[src/rtl/pipe_demux1_2.sv]
`timescale 1ns/1ps
// pipe_demux1_2: routes each accepted word into one of two independent 2-entry FIFO channels by sel.
// Define PIPE_DEMUX_COUNT_EN to build the saturating per-channel accept counters (cnt0/cnt1 read 0 otherwise).
module pipe_demux1_2 #(
  parameter int WIDTH = 32,
  parameter int DEPTH = 2
) (
  input  logic             clk,
  input  logic             rst_n,
  input  logic [WIDTH-1:0] in_data,
  input  logic             sel,
  input  logic             in_valid,
  output logic             in_ready,
  output logic [WIDTH-1:0] out0_data,
  output logic             out0_valid,
  input  logic             out0_ready,
  output logic [WIDTH-1:0] out1_data,
  output logic             out1_valid,
  input  logic             out1_ready,
  output logic [15:0]      cnt0,
  output logic [15:0]      cnt1
);

  typedef enum logic [1:0] {
    ST_EMPTY = 2'd0,
    ST_ONE   = 2'd1,
    ST_FULL  = 2'd2
  } state_t;

  logic [1:0]       w_full;
  logic [1:0]       w_valid;
  logic [1:0]       w_push;
  logic [1:0]       w_oready;
  logic [WIDTH-1:0] w_head [2];
  logic [15:0]      w_cnt  [2];
  logic             w_accept;

  // in_ready looks only at sel and registered state, so a FULL channel refuses a word even while it pops.
  assign w_oready = {out1_ready, out0_ready};
  assign in_ready = sel ? !w_full[1] : !w_full[0];
  assign w_accept = in_valid && in_ready;
  assign w_push   = {w_accept && sel, w_accept && !sel};

  for (genvar g = 0; g < 2; g++) begin : g_ch
    state_t           r_state;
    state_t           w_next;
    logic [WIDTH-1:0] r_slot [DEPTH];
    logic             w_pop;

    assign w_pop = (r_state != ST_EMPTY) && w_oready[g];

    always_ff @(posedge clk or negedge rst_n) begin
      if (!rst_n) begin
        r_state <= ST_EMPTY;
      end else begin
        r_state <= w_next;
      end
    end

    always_comb begin
      w_next = r_state;
      case (r_state)
        ST_EMPTY: begin
          if (w_push[g]) w_next = ST_ONE;
        end
        ST_ONE: begin
          if (w_push[g] && !w_pop)      w_next = ST_FULL;
          else if (!w_push[g] && w_pop) w_next = ST_EMPTY;
        end
        ST_FULL: begin
          if (w_pop) w_next = ST_ONE;
        end
        default: w_next = ST_EMPTY;
      endcase
    end

    // Slot 0 is always the head; a slot is zeroed when it empties so outN_data reads 0 when EMPTY.
    always_ff @(posedge clk or negedge rst_n) begin
      if (!rst_n) begin
        for (int i = 0; i < DEPTH; i++) r_slot[i] <= '0;
      end else begin
        case (r_state)
          ST_EMPTY: begin
            if (w_push[g]) r_slot[0] <= in_data;
          end
          ST_ONE: begin
            if (w_push[g] && w_pop) r_slot[0] <= in_data;
            else if (w_push[g])     r_slot[1] <= in_data;
            else if (w_pop)         r_slot[0] <= '0;
          end
          ST_FULL: begin
            if (w_pop) begin
              r_slot[0] <= r_slot[1];
              r_slot[1] <= '0;
            end
          end
          default: ;
        endcase
      end
    end

    assign w_head[g]  = r_slot[0];
    assign w_valid[g] = (r_state != ST_EMPTY);
    assign w_full[g]  = (r_state == ST_FULL);

`ifdef PIPE_DEMUX_COUNT_EN
    logic [15:0] r_cnt;

    always_ff @(posedge clk or negedge rst_n) begin
      if (!rst_n) begin
        r_cnt <= 16'h0000;
      end else if (w_push[g] && (r_cnt != 16'hFFFF)) begin
        r_cnt <= r_cnt + 16'd1;
      end
    end

    assign w_cnt[g] = r_cnt;
`else
    assign w_cnt[g] = 16'h0000;
`endif
  end

  assign out0_data  = w_head[0];
  assign out1_data  = w_head[1];
  assign out0_valid = w_valid[0];
  assign out1_valid = w_valid[1];
  assign cnt0       = w_cnt[0];
  assign cnt1       = w_cnt[1];

endmodule

[config.mk]
export PLATFORM = sky130hd
export DESIGN_NAME = pipe_demux1_2
export DESIGN_NICKNAME = d
export VERILOG_FILES = /design/src/rtl/pipe_demux1_2.sv
export SDC_FILE = /design/constraint.sdc
export NUM_CORES = 1
export LEC_CHECK = 0
export BUFFER_PORTS_ARGS = -buffer_cell sky130_fd_sc_hd__buf_4
export CAP_MARGIN = 20
export CORE_MARGIN = 2
export CORE_UTILIZATION = 55
export CTS_BUF_LIST = sky130_fd_sc_hd__clkbuf_8 sky130_fd_sc_hd__clkbuf_16
export DETAILED_ROUTE_END_ITERATION = 8
export GPL_TIMING_DRIVEN = 0
export HOLD_SLACK_MARGIN = 0.02
export PLACE_DENSITY = 0.8
export SLEW_MARGIN = 20
export SYNTH_ARGS = -nofsm -noshare
export SYNTH_HDL_FRONTEND = slang
export SYNTH_SLANG_ARGS = --single-unit
export TNS_END_PERCENT = 100
[constraint.sdc]
create_clock -name clk -period 2.92 [get_ports clk]
set_clock_uncertainty 0.15 [all_clocks]
set_input_delay 0.584 -clock clk [delete_from_list [all_inputs] [get_ports clk]]
set_output_delay 0.584 -clock clk [all_outputs]
set_load 0.02 [all_outputs]
Word level (Yosys, flattened, before mapping)
Index checks and enable logic that the tools add are counted.
Operators by class
  add/subtract/negate cells: 0
  $mul: 0
  divide/modulo/power cells: 0
  $lt $le $gt $ge: 0
  eq/ne operators: 18
  shifts and indexed selects: 0
  muxes and demuxes: 27
  bitwise operators: 0
  reduce and logical (&&, ||, !) cells: 32
Operators with widths (number)
  32-bit two-way mux: 10
  32-bit case mux with 3 select lines: 2
  64-bit two-way mux: 2
  32-bit case mux with 2 select lines: 2
  3-bit inequality test, second input constant: 6
  2-bit two-way mux: 8
  2-bit inequality test, second input constant: 6
  2-bit case mux with 3 select lines: 2
  1-bit logical AND: 11
  5-bit AND reduction: 2
  4-bit AND reduction: 2
  2-bit nonzero test: 4
  1-bit zero test: 7
  3-bit AND reduction: 2
  3-bit nonzero test: 2
  2-bit by 1-bit == test with 1-bit output, second input constant: 2
  2-bit == test, second input constant: 2
  2-bit zero test: 2
  2-bit by 1-bit inequality test with 1-bit output, second input constant: 2
  1-bit two-way mux: 1
Storage, ports and cells
  register bits: 132
  bits in latches: 0
  bits in writable memories: 0
  ROM bits: 0
  input bits: 38
  word-level logic and storage cells: 83
  memories kept: 0

Depth between registers and ports, before layout
Gate-level depths: netlist of run 1.
  word-level depth: 10
  gate-level depth with buffers: 10

Least setup slack after synthesis of run 1
OpenSTA, ideal clock, no wires.
  path kind: reg-to-reg
  from: register g_ch[0].r_state[0]
  to: register g_ch[0].r_slot[10] (netlist name)
  setup time: 0.121 ns
  arrival time: 2.079 ns
  required time: 2.649 ns
  setup slack: 0.570 ns
  cell stages (with the launch flop): 11
  clock period less this slack: 2.350 ns
  cell sequence: dfrtp_1 -> inv_1 -> ha_1 -> nand2b_1 -> inv_1 -> ha_1 -> or3b_1 -> o21ai_1 -> nand3_1 -> clkbuf_1 -> a22o_1
Between the ends
  longest elaborated chain between the ends: 8
  elaborated cells between the ends (all ways): 15
  classes of those cells: 5 x eq/ne; 2 x mux; 8 x reduce/logical
RTL lines
  start: declaration: RTL line 45  | state_t r_state;
  start signal: assignment: RTL line 56  | r_state <= w_next;
  2-bit == test: RTL line 82, 104
  1-bit zero test: RTL line 40  | assign in_ready = sel ? !w_full[1] : !w_full[0];
  1-bit two-way mux: RTL line 40
  1-bit logical AND: RTL line 41  | assign w_accept = in_valid && in_ready;
  1-bit logical AND: RTL line 42  | assign w_push = {w_accept && sel, w_accept && !sel};
  1-bit logical AND: RTL line 87  | if (w_push[g] && w_pop) r_slot[0] <= in_data;
  2-bit inequality test (no line)
  4-bit AND reduction (no line)
  end: declaration: RTL line 47  | logic [WIDTH-1:0] r_slot [DEPTH];
Parallel ways exist; a longest one is shown, timed or not.
A chain may end at the register's enable or synchronous reset.

Worst setup path after layout of run 1
  from: register g_ch[0].r_state[0]
  to: register g_ch[0].r_slot (netlist bit out0_data[10])
Between the ends
  longest elaborated chain between the ends: 8
  elaborated cells between the ends (all ways): 18
  classes of those cells: 6 x eq/ne; 3 x mux; 9 x reduce/logical
RTL lines (RTL line)
  2-bit == test: 82, 104
  1-bit zero test: 40
  1-bit two-way mux: 40
  1-bit logical AND: 41
  1-bit logical AND: 42
  1-bit logical AND: 87
  3-bit inequality test (no line) or 32-bit two-way mux (tied branches)
  5-bit AND reduction (no line) or 32-bit case mux with 3 select lines (tied branches)
Parallel ways exist; a longest one is shown, timed or not.

==> summary.txt, run 1 <==
Synth
  • Count of unique library cells instantiated by Yosys: 31
  • Library cell occupying the most area in the post-synthesis netlist: sky130_fd_sc_hd__dfrtp_1
  • Fraction of the yosys area taken by sequential cells: around 51%
  • Commonest register cell after synthesis: sky130_fd_sc_hd__dfrtp_1
  • Netlist area before placement: about 6500 um2
  • Async SR Flop Fraction: 100.0%
  • Mean cell area of the mapped netlist: between 10 and 15 um2
  • Area share of the largest cell type after synthesis: between 50% and 60%
  • Count of warnings emitted by yosys: 0
  • Number of flops mapped to enable cells by yosys: 0
  • Synthesized flop and latch total: approximately 130
  • Cells taking the most area after synthesis: sky130_fd_sc_hd__dfrtp_1, sky130_fd_sc_hd__a22o_1, sky130_fd_sc_hd__buf_4
  • Gate count of the mapped netlist: between 500 and 600

STA
  • Hold Violations, Final: 0
  • Number of failing setup endpoints in the final timing report: 0
  • Unrepaired setup endpoints after global routing: no
  • Time the final worst path needs with I/O delays and setup: around 2.8 ns
  • Period utilisation layout: 94.55%
  • Slew at the pin with the worst max-slew slack: between 0.5 and 0.6 ns
  • Setup WS post-layout: approximately 0.16 ns
  • Total negative setup slack: 0 ns
  • Count of pins over their slew limit: 0
  • Fmax achieved: 362.2 MHz
  • Relative slew margins: approximately 62%

Clock network
  • Clock sink total: between 100 and 150
  • TritonCTS Buffers: 17
  • Clk Latency, worst-skew pair: 0.41 ns
  • Cell at the root of the clock tree: sky130_fd_sc_hd__clkbuf_16
  • H-tree levels: 4
  • CTS Buffer Depth: 2
  • Buffer count from post-CTS setup fixing: 0
  • TritonCTS clock tree: yes
  • Post-CTS clock slew at the launch and capture registers of the worst setup and hold paths: ~0.06 ns

Power and ir drop
  • Cell Pwr Density: around 1300 nW/um2
  • Leakage Power: roughly 4.3 nW
  • Max IR drop VDD: about 0.00070 V

Placed design
  • Last weighted congestion value of the routability-driven placer: around 0.8
  • Hpwl dp: between 10 and 15 mm
  • Placement-stage worst setup slack: 0.05865 ns
  • Quantity of I/O buffers inserted on ports: 104

Setup path
  • Critical Path Source Type: flop
  • Highest-delay cell along the critical path: sky130_fd_sc_hd__dfrtp_1
  • Worst stage delay on the critical path: around 0.40 ns
  • Worst endpoint data arrival time: 2.91 ns
  • R2R Setup Slk: roughly 0.16 ns
  • Largest fanout of any net on the critical path: 10
  • Endpoint kind of the worst setup timing path: flop
  • Required @ worst endpoint: 3.07 ns
  • Most frequent CP cell: sky130_fd_sc_hd__ha_1
  • Worst path cell trace: inv_1, ha_1, nor3b_2, ha_1, o21bai_1, a21oi_2, buf_2, mux2_2
  • Type of the worst setup path: flop to flop

Routing
  • Routed vias: between 4000 and 5000
  • First-pass iteration count of the detailed router: 5
  • Total routed wirelength: about 15 mm
  • Final ANT Viol Nets: 0
  • Post-route DRC violation count: 0
  • Wire length per cell: 17.63 um
  • Mean number of vias per cell: about 5.5
  • Violation count after the first detailed-route iteration: around 380

Floorplan
  • Core footprint: approximately 11000 um2
  • Standard-cell rows: 39
  • Initial Utilization: 56.82%
  • Chip Width: around 110 um
  • Die height: between 100 and 150 um
  • Total I/O pin count: around 140
  • Die footprint: 12730 um2

Run
  • Max-cap violation count: 0

Hold path
  • Kind of path behind the tightest hold check: primary input to flop

Finish
  • Final core area utilization: between 70% and 80%
  • Ratio of cells with drive above 1 in the final layout: between 40 and 50%
  • Synth-to-Final Area Change: 27.42%
  • Number of nets in the finished design: 730
  • Antenna cells: 0
  • Filler Cells Inserted: roughly 800

Global routing
  • Congestion Overflow GR: 0
  • Antenna violations before repair: 0
  • Via count of the first global-routing pass: between 4000 and 5000
  • First-pass GRT wire length: approximately 24 mm
  • Largest net degree at the start of global routing: between 70 and 80
  • GRT Total Usage: 23.81%

Outcome
  • Outcome: finished clean
==> report_power, final <==
part	internal, mW	switching (mW)
combinational	2.73	2.68
sequential	2.72	0.484
clock	1.53	0.787
==> registers in the layout (all words and copies together) (netlist names) <==
register	cells
out0_data	32
g_ch.r_slot	64
out1_data	32
g_ch.r_state	4
==> stage by stage <==
step           instances  total power, mW  hold slack [ns]  area (um2)
2_1_floorplan        555            6.970           0.1384        6633
3_3_place_gp         802            8.305           0.3192        7592
3_5_place_dp         803            8.549           0.3273        7627
4_1_cts              836            10.94           0.2659        8287
5_1_grt              836            11.54           0.2743        8303
6_report             836            10.92           0.2798        8303
==> cell usage after synthesis, types with 2 or more instances <==
cell	count
sky130_fd_sc_hd__ha_1	12
sky130_fd_sc_hd__o21ai_0	3
sky130_fd_sc_hd__nand3_1	2
sky130_fd_sc_hd__buf_2	9
sky130_fd_sc_hd__o21ai_1	2
sky130_fd_sc_hd__mux2_2	33
sky130_fd_sc_hd__nand2_1	12
sky130_fd_sc_hd__o21bai_1	2
sky130_fd_sc_hd__clkbuf_1	22
sky130_fd_sc_hd__dfrtp_1	132
sky130_fd_sc_hd__a21oi_1	2
sky130_fd_sc_hd__nor2_1	4
sky130_fd_sc_hd__buf_4	96
sky130_fd_sc_hd__buf_6	3
sky130_fd_sc_hd__nand2b_1	3
sky130_fd_sc_hd__inv_1	9
sky130_fd_sc_hd__a22o_1	128
sky130_fd_sc_hd__o31ai_1	5
sky130_fd_sc_hd__mux2i_1	2
sky130_fd_sc_hd__and2_1	2
sky130_fd_sc_hd__mux2_1	31
==> final timing paths <==
path / from / endpoint / depth (start not counted)
setup reg to reg: g_ch[0].r_state[0] / out0_data[10] / 8
max in group asynchronous: rst_n / out1_data[14] / 3
hold / removal: in_data[18] / g_ch[0].r_slot[18] / 2
setup / recovery: g_ch[0].r_state[0] / out0_data[10] / 8
min in group asynchronous: rst_n / out1_data[28] / 2
hold reg to reg: out1_data[9] / out1_data[9] / 1
==> repair_timing <==
action,in CTS,in global routing
setup endpoints to repair,0,37
endpoints found under the hold margin,64,0
hold buffers,1,0
gates resized for setup,0,14
==> cell type report <==
| type | count | area [um2] | share of cell area, % |
|---|---|---|---|
| buffer | 130 | 889.6 | 10.71 |
| clock buffer | 18 | 439.2 | 5.289 |
| clock inverter | 14 | 210.2 | 2.532 |
| inverter | 9 | 33.78 | 0.4069 |
| multi-input combinational | 284 | 2422 | 29.17 |
| sequential | 132 | 3303 | 39.78 |
| tap | 143 | 178.9 | 2.155 |
| timing repair buffer | 106 | 825.8 | 9.946 |
==> placed cells by master (no fill, tap or decap), drive strengths merged <==
| cell | count |
|---|---|
| clkinvlp | 2 |
| nand3 | 2 |
| a31o | 1 |
| a21oi | 3 |
| clkinv | 6 |
| o21ai | 5 |
| bufinv | 5 |
| o31ai | 5 |
| inv | 10 |
| dlygate4sd3 | 1 |
| clkbuf | 38 |
| and3b | 1 |
| ha | 12 |
| mux2 | 64 |
| nor4bb | 1 |
| nor3b | 1 |
| mux2i | 2 |
| a21boi | 1 |
| and2 | 2 |
| dfrtp | 132 |
| nand2 | 12 |
| o21bai | 2 |
| or3b | 1 |
| a22oi | 1 |
| nand2b | 3 |
| a22o | 128 |
| nor2 | 4 |
| or3 | 1 |
| buf | 215 |
| conb | 32 |
==> cell families after synthesis <==
| kind of cell | count (synthesis) | synth area share, % |
|---|---|---|
| simple gates | 28 | 2.266 |
| mux | 66 | 11.37 |
| buf+inv | 139 | 14.06 |
| other cells | 1 | 0.05755 |
| fa+ha+maj | 12 | 2.304 |
| flops | 132 | 50.69 |
| compound gates | 146 | 19.26 |
==> worst max-delay path: cells and delay by family (launching register included) <==
family | cells | cell delay [ns]
AO/OA/AOI/OAI | 2 | 0.42
adder cells (fa/ha/maj) | 2 | 0.55
buffers and inverters | 2 | 0.42
flip-flops | 1 | 0.40
multiplexers | 1 | 0.37
AND/OR/NAND/NOR | 1 | 0.34
==> layer usage <==
metal  vias up  wire, um  track usage [%]
met5         -         0                0
met4         0       163            7.236
met3        20       904            5.517
met2       181      7326            38.96
met1      2319      6347            31.95
li1       2111         -                -
(Power assumes the default switching activity.)
==> inputs of run 2 (changes only) <==
--- a/config.mk
+++ b/config.mk
@@ -14,6 +14,7 @@
 export GPL_TIMING_DRIVEN = 0
 export HOLD_SLACK_MARGIN = 0.02
 export PLACE_DENSITY = 0.8
+export SETUP_SLACK_MARGIN = 0.3
 export SLEW_MARGIN = 20
 export SYNTH_ARGS = -nofsm -noshare
 export SYNTH_HDL_FRONTEND = slang
==> summary.txt, run 2 (synthesis results as in run 1) <==
Outcome
  • Outcome: finished clean (unchanged)

Global routing
  • GRT Total Usage: 23.88% (was 23.81%)
  • Congestion Overflow GR: 0 (unchanged)
  • Antenna violations before repair: 0 (unchanged)
  • Via count of the first global-routing pass: 4726 (was 4727)
  • Largest net degree at the start of global routing: 75 (unchanged)
  • First-pass GRT wire length: 24.03 mm (was 23.97 mm)

Placed design
  • Cell area reported after detailed placement: 7627 um2 (unchanged)
  • Placement-stage worst setup slack: 0.05865 ns (unchanged)
  • Quantity of I/O buffers inserted on ports: 104 (unchanged)
  • Hpwl dp: 10.14 mm (unchanged)
  • Last weighted congestion value of the routability-driven placer: 0.8014 (unchanged)

Clock network
  • Clk Latency, worst-skew pair: 0.41 ns (about the same)
  • TritonCTS Buffers: 17 (unchanged)
  • Post-CTS clock slew at the launch and capture registers of the worst setup and hold paths: 0.06 ns (about the same)
  • Cell at the root of the clock tree: sky130_fd_sc_hd__clkbuf_16 (unchanged)
  • Clock sink total: 132 (unchanged)
  • H-tree levels: 4 (unchanged)
  • TritonCTS clock tree: yes (unchanged)
  • CTS Buffer Depth: 2 (unchanged)

Setup path
  • Worst reg-to-reg path cell count: 9 (was 8)
  • Worst flop-to-flop path endpoint: g_ch[0].r_slot[19] (was out0_data[10])
  • Critical Path Source Type: flop (unchanged)
  • Required @ worst endpoint: 3.06 ns (was 3.07 ns)
  • Type of the worst setup path: flop to flop (unchanged)
  • Endpoint kind of the worst setup timing path: flop (unchanged)
  • Largest delay contributor family on the critical path: simple AND/OR/NAND/NOR gates (was adder cells)
  • Most frequent CP cell: sky130_fd_sc_hd__ha_2 (was sky130_fd_sc_hd__ha_1)
  • Worst stage delay on the critical path: 0.41 ns (was 0.40 ns)
  • Highest-delay cell along the critical path: sky130_fd_sc_hd__or3b_4 (was sky130_fd_sc_hd__dfrtp_1)
  • Largest fanout of any net on the critical path: 7 (was 10)
  • Startpoint of the lowest-slack register-to-register path: g_ch[0].r_state[0] (unchanged)
  • R2R Setup Slk: 0.40 ns (was 0.16 ns)
  • Worst path cell trace: inv_1, ha_2, nor3b_4, ha_2, or3b_4, o21ai_4, nand3_4, buf_8, a22o_1 (was inv_1, ha_1, nor3b_2, ha_1, o21bai_1, a21oi_2, buf_2, mux2_2)
  • Worst endpoint data arrival time: 2.66 ns (was 2.91 ns)
  • Buffering stage count on the worst path with inverters included: 2 (unchanged)

Hold path
  • Sink of the worst hold path: g_ch[0].r_slot[18] (unchanged)
  • Worst Hold Depth: 2 (unchanged)
  • Kind of path behind the tightest hold check: primary input to flop (unchanged)
  • Worst hold start: in_data[18] (unchanged)

Routing
  • Routed vias: 4703 (was 4631)
  • Post-route DRC violation count: 0 (unchanged)
  • First-pass iteration count of the detailed router: 5 (unchanged)
  • Mean number of vias per cell: 5.586 (was 5.539)
  • Total routed wirelength: 15.10 mm (was 14.74 mm)
  • Final ANT Viol Nets: 0 (unchanged)
  • Wire length per cell: 17.94 um (was 17.63 um)
  • Violation count after the first detailed-route iteration: 350 (was 384)

Floorplan
  • Standard-cell rows: 39 (unchanged)
  • Die height: 112.8 um (unchanged)
  • Total I/O pin count: 137 (unchanged)
  • Core footprint: 11470 um2 (unchanged)
  • Die footprint: 12730 um2 (unchanged)
  • Chip Width: 112.8 um (unchanged)
  • Initial Utilization: 56.82% (unchanged)

STA
  • Setup WS post-layout: 0.3981 ns (was 0.1591 ns)
  • Period utilisation layout: 86.37% (was 94.55%)
  • Fmax achieved: 396.5 MHz (was 362.2 MHz)
  • Hold Violations, Final: 0 (unchanged)
  • Relative slew margins: 62.51% (was 62.35%)
  • Unrepaired setup endpoints after global routing: no (unchanged)
  • Time the final worst path needs with I/O delays and setup: 2.522 ns (was 2.761 ns)
  • Total negative setup slack: 0 ns (unchanged)
  • Slew at the pin with the worst max-slew slack: 0.5623 ns (was 0.5647 ns)
  • Number of failing setup endpoints in the final timing report: 0 (unchanged)
  • Count of pins over their slew limit: 0 (unchanged)

Run
  • Max-cap violation count: 0 (unchanged)

Finish
  • Number of nets in the finished design: 736 (was 730)
  • Highest-count cells in the layout ignoring fill and taps: sky130_fd_sc_hd__buf_4, sky130_fd_sc_hd__dfrtp_1, sky130_fd_sc_hd__a22o_1 (unchanged)
  • Max reg flops: 64 (unchanged)
  • Ratio of cells with drive above 1 in the final layout: 44.49% (was 41.41%)
  • Final standard cell area without fillers: 8489 um2 (was 8303 um2)
  • Final core area utilization: 74.03% (was 72.41%)
  • Largest reg by FF count: g_ch.r_slot (unchanged)
  • Antenna cells: 0 (unchanged)
  • Leading cell type in the layout, fill and taps excluded: sky130_fd_sc_hd__buf_4 (unchanged)
  • Filler Cells Inserted: 774 (was 797)
  • Synth-to-Final Area Change: 30.28% (was 27.42%)

Power and ir drop
  • Max IR drop VDD: 0.0007053 V (was 0.0007028 V)
  • Cell Pwr Density: 1327 nW/um2 (was 1315 nW/um2)
  • Leakage Power: 4.395 nW (was 4.304 nW)
-- run 2: area by class of cell --
cell class / instances / area, um2 / area share [%]
inverter: 9 / 33.78 / 0.3979
multi-input combinational: 284 / 2495 / 29.39
clock buffer: 18 / 439.2 / 5.173
buffer: 130 / 940.9 / 11.08
clock inverter: 14 / 210.2 / 2.476
timing repair buffer: 112 / 888.4 / 10.46
tap: 143 / 178.9 / 2.108
sequential: 132 / 3303 / 38.91
-- run 2: metal layers --
| layer | part of all wire (%) | track usage, % |
|---|---|---|
| met1 | 42 | 32.12 |
| met2 | 50 | 38.92 |
| met5 | 0 | 0 |
| met4 | 1.8 | 7.236 |
| met3 | 6.7 | 5.624 |
-- run 2: timing repair --
action,in CTS,in global routing
resized for setup,24,26
hold endpoints to repair,64,0
cloned,0,1
hold buffers,1,0
setup buffers,2,3
setup endpoints to repair,90,122
pin swaps,2,2
-- run 2: report_power, final --
| part | switching [mW] | leakage [nW] | internal (mW) |
|---|---|---|---|
| clock | 0.788 | 0.317 | 1.53 |
| sequential | 0.484 | 1.65 | 2.72 |
| combinational | 2.76 | 2.42 | 2.98 |
-- run 2: worst max path at each step --
| stage | end | depth (start not counted) | slack, ns | startpoint |
|---|---|---|---|---|
| 2_1_floorplan | g_ch[0].r_slot[10] | 10 | 0.57 | g_ch[0].r_state[0] |
| 3_3_place_gp | g_ch[0].r_slot[14] | 9 | 0.17 | g_ch[0].r_state[0] |
| 3_5_place_dp | g_ch[0].r_slot[31] | 10 | 0.06 | g_ch[0].r_state[0] |
| 4_1_cts | g_ch[0].r_slot[19] | 10 | 0.26 | g_ch[0].r_state[0] |
| 5_1_grt | out1_data[22] | 9 | 0.30 | g_ch[1].r_state[0] |
| 6_report | g_ch[0].r_slot[19] | 9 | 0.40 | g_ch[0].r_state[0] |
-- run 2: worst reg2reg max path, stage by stage (launching register included) --
cell                      delay (ns)
sky130_fd_sc_hd__dfrtp_1        0.39
sky130_fd_sc_hd__inv_1          0.13
sky130_fd_sc_hd__ha_2           0.32
sky130_fd_sc_hd__nor3b_4        0.09
sky130_fd_sc_hd__ha_2           0.20
sky130_fd_sc_hd__or3b_4         0.41
sky130_fd_sc_hd__o21ai_4        0.16
sky130_fd_sc_hd__nand3_4        0.17
sky130_fd_sc_hd__buf_8          0.18
sky130_fd_sc_hd__a22o_1         0.19
-- run 2: per-stage QoR --
step	total power [mW]	hold WS, ns	cells
after global routing	11.89	0.2728	842
after global placement	8.305	0.3192	802
after CTS	11.10	0.2659	838
after floorplan	6.970	0.1384	555
final	11.27	0.2749	842
after detailed placement	8.549	0.3273	803
==> inputs of run 3 (changes only) <==
--- a/config.mk
+++ b/config.mk
@@ -7,13 +7,15 @@
 export LEC_CHECK = 0
 export BUFFER_PORTS_ARGS = -buffer_cell sky130_fd_sc_hd__buf_4
 export CAP_MARGIN = 20
+export CELL_PAD_IN_SITES_DETAIL_PLACEMENT = 1
+export CELL_PAD_IN_SITES_GLOBAL_PLACEMENT = 2
 export CORE_MARGIN = 2
-export CORE_UTILIZATION = 55
+export CORE_UTILIZATION = 36
 export CTS_BUF_LIST = sky130_fd_sc_hd__clkbuf_8 sky130_fd_sc_hd__clkbuf_16
 export DETAILED_ROUTE_END_ITERATION = 8
 export GPL_TIMING_DRIVEN = 0
 export HOLD_SLACK_MARGIN = 0.02
-export PLACE_DENSITY = 0.8
+export PLACE_DENSITY_LB_ADDON = 0.1
 export SETUP_SLACK_MARGIN = 0.3
 export SLEW_MARGIN = 20
 export SYNTH_ARGS = -nofsm -noshare
==> constraint.sdc (replaced) <==
create_clock -name clk -period 2.6 [get_ports clk]
set_clock_uncertainty 0.15 [all_clocks]
set_input_delay 0.52 -clock clk [delete_from_list [all_inputs] [get_ports clk]]
set_output_delay 0.52 -clock clk [all_outputs]
set_load 0.02 [all_outputs]
==> summary.txt, run 3 (synthesis results as in run 1) <==
Routing
  • Routed vias: 4903 (was 4703)
  • Wire length per cell: 20.12 um (was 17.94 um)
  • Violation count after the first detailed-route iteration: 188 (was 350)
  • Post-route DRC violation count: 0 (unchanged)
  • First-pass iteration count of the detailed router: 6 (was 5)
  • Final ANT Viol Nets: 0 (unchanged)
  • Total routed wirelength: 19.58 mm (was 15.10 mm)
  • Mean number of vias per cell: 5.039 (was 5.586)

STA
  • Unrepaired setup endpoints after global routing: yes (was no)
  • Count of pins over their slew limit: 0 (unchanged)
  • Total negative setup slack: 0 ns (unchanged)
  • Hold Violations, Final: 0 (unchanged)
  • Relative slew margins: 60.33% (was 62.51%)
  • Time the final worst path needs with I/O delays and setup: 2.448 ns (was 2.522 ns)
  • Number of failing setup endpoints in the final timing report: 0 (unchanged)
  • Slew at the pin with the worst max-slew slack: 0.5951 ns (was 0.5623 ns)
  • Period utilisation layout: 94.14% (was 86.37%)
  • Fmax achieved: 408.5 MHz (was 396.5 MHz)
  • Worst-case hold slack: 0.1957 ns (was 0.2749 ns)

Global routing
  • Antenna violations before repair: 0 (unchanged)
  • Via count of the first global-routing pass: 5137 (was 4726)
  • First-pass GRT wire length: 29.31 mm (was 24.03 mm)
  • GRT Total Usage: 19.70% (was 23.88%)
  • Congestion Overflow GR: 0 (unchanged)
  • Largest net degree at the start of global routing: 91 (was 75)

Setup path
  • Type of the worst setup path: flop to flop (unchanged)
  • Worst stage delay on the critical path: 0.41 ns (about the same)
  • Critical Path Source Type: flop (unchanged)
  • Worst endpoint data arrival time: 2.61 ns (was 2.66 ns)
  • Most frequent CP cell: sky130_fd_sc_hd__ha_4 (was sky130_fd_sc_hd__ha_2)
  • Worst path cell trace: inv_2, ha_4, nand2b_4, inv_4, ha_4, or3b_4, o21ai_4, nand3_4, clkbuf_16, a22o_1 (was inv_1, ha_2, nor3b_4, ha_2, or3b_4, o21ai_4, nand3_4, buf_8, a22o_1)
  • Highest-delay cell along the critical path: sky130_fd_sc_hd__or3b_4 (unchanged)
  • Required @ worst endpoint: 2.76 ns (was 3.06 ns)
  • Largest fanout of any net on the critical path: 7 (unchanged)
  • Endpoint kind of the worst setup timing path: flop (unchanged)

Clock network
  • Clk Latency, worst-skew pair: 0.42 ns (was 0.41 ns)
  • H-tree levels: 4 (unchanged)
  • Cell at the root of the clock tree: sky130_fd_sc_hd__clkbuf_16 (unchanged)
  • Clock sink total: 132 (unchanged)
  • CTS Buffer Depth: 2 (unchanged)
  • TritonCTS Buffers: 17 (unchanged)
  • TritonCTS clock tree: yes (unchanged)
  • Post-CTS clock slew at the launch and capture registers of the worst setup and hold paths: 0.06 ns (about the same)

Run
  • Max-cap violation count: 0 (unchanged)

Finish
  • Highest-count cells in the layout ignoring fill and taps: sky130_fd_sc_hd__buf_4, sky130_fd_sc_hd__dfrtp_1, sky130_fd_sc_hd__a22o_1 (unchanged)
  • Ratio of cells with drive above 1 in the final layout: 55.24% (was 44.49%)
  • Antenna cells: 0 (unchanged)
  • Leading cell type in the layout, fill and taps excluded: sky130_fd_sc_hd__buf_4 (unchanged)
  • Final core area utilization: 54.48% (was 74.03%)
  • Synth-to-Final Area Change: 49.16% (was 30.28%)
  • Max reg flops: 64 (unchanged)
  • Number of nets in the finished design: 781 (was 736)
  • Final standard cell area without fillers: 9719 um2 (was 8489 um2)
  • Largest reg by FF count: g_ch.r_slot (unchanged)

Floorplan
  • Core footprint: 17840 um2 (was 11470 um2)
  • Initial Utilization: 36.52% (was 56.82%)
  • Chip Width: 138.5 um (was 112.8 um)
  • Standard-cell rows: 49 (was 39)
  • Total I/O pin count: 137 (unchanged)
  • Die height: 138.5 um (was 112.8 um)
  • Die footprint: 19190 um2 (was 12730 um2)

Placed design
  • Cell area reported after detailed placement: 7777 um2 (was 7627 um2)
  • Hpwl dp: 11.56 mm (was 10.14 mm)
  • Last weighted congestion value of the routability-driven placer: 0.7250 (was 0.8014)
  • Quantity of I/O buffers inserted on ports: 104 (unchanged)

Outcome
  • Outcome: finished clean (unchanged)

Power and ir drop
  • Overall power: 15.46 mW (was 11.27 mW)
  • Max IR drop VDD: 0.0007414 V (was 0.0007053 V)
  • Cell Pwr Density: 1591 nW/um2 (was 1327 nW/um2)
  • Leakage Power: 4.931 nW (was 4.395 nW)

Hold path
  • Kind of path behind the tightest hold check: primary input to flop (unchanged)
==> run 3: through the flow <==
| step | instances | worst slack, ns |
|---|---|---|
| after floorplan | 555 | 0.2852 |
| after global placement | 888 | -0.2249 |
| after detailed placement | 889 | -0.2791 |
| after CTS | 954 | 0.1136 |
| after global routing | 973 | 0.06981 |
| final | 973 | 0.1522 |
==> run 3: critical path, delay by kind of cell (launching register included) <==
kind / cells / cell delay (ns)
flops: 1 / 0.39
fa+ha+maj: 2 / 0.31
simple gates: 3 / 0.74
compound gates: 2 / 0.36
buf+inv: 3 / 0.38
==> run 3: final timing paths <==
| check | slack [ns] | endpoint | cells past startpoint | start |
|---|---|---|---|---|
| max reg2reg | 0.15 | g_ch[0].r_slot[28] | 10 | g_ch[0].r_state[0] |
| min | 0.20 | g_ch[0].r_slot[10] | 2 | in_data[10] |
| min in group asynchronous | 0.42 | out0_data[27] | 2 | rst_n |
| max in group asynchronous | 1.11 | g_ch[1].r_slot[13] | 3 | rst_n |
| min reg2reg | 0.35 | g_ch[0].r_slot[4] | 1 | g_ch[0].r_slot[4] |
| max | 0.15 | g_ch[0].r_slot[28] | 10 | g_ch[0].r_state[0] |
==> run 3: per-layer routing <==
metal  vias up  part of all wire (%)  global-route usage, %  wire [um]
met5         -                     0                      0          0
met4         0                   1.7                  6.660        330
met3        28                   3.8                  4.627        744
met2       116                    50                  32.54       9816
met1      2545                    44                  25.61       8684
li1       2214                     -                      -          -
==> run 3: power by group <==
group | switching [mW] | total, mW | internal, mW | leakage, nW
Clock | 0.933 | 2.54 | 1.61 | 0.294
Combinational | 4.00 | 9.31 | 5.32 | 2.98
Sequential | 0.554 | 3.60 | 3.05 | 1.65
Total | 5.48 | 15.5 | 9.98 | 4.93
==> run 3: what timing repair did <==
item	in CTS	in global routing
endpoints found under the hold margin	42	0
gates resized for setup	101	99
cloned	9	4
pin swaps	17	21
setup endpoints to repair	129	129
buffers inserted	23	15
hold buffers	1	0
==> run 3: layout make-up <==
type / instances / area [um2]
sequential: 132 / 3303
multi-input combinational: 284 / 2892
timing repair buffer: 157 / 1440
tap: 229 / 286.5
inverter: 9 / 41.29
clock inverter: 11 / 150.1
fill: 1818 / 8122
buffer: 130 / 1126
clock buffer: 21 / 480.5
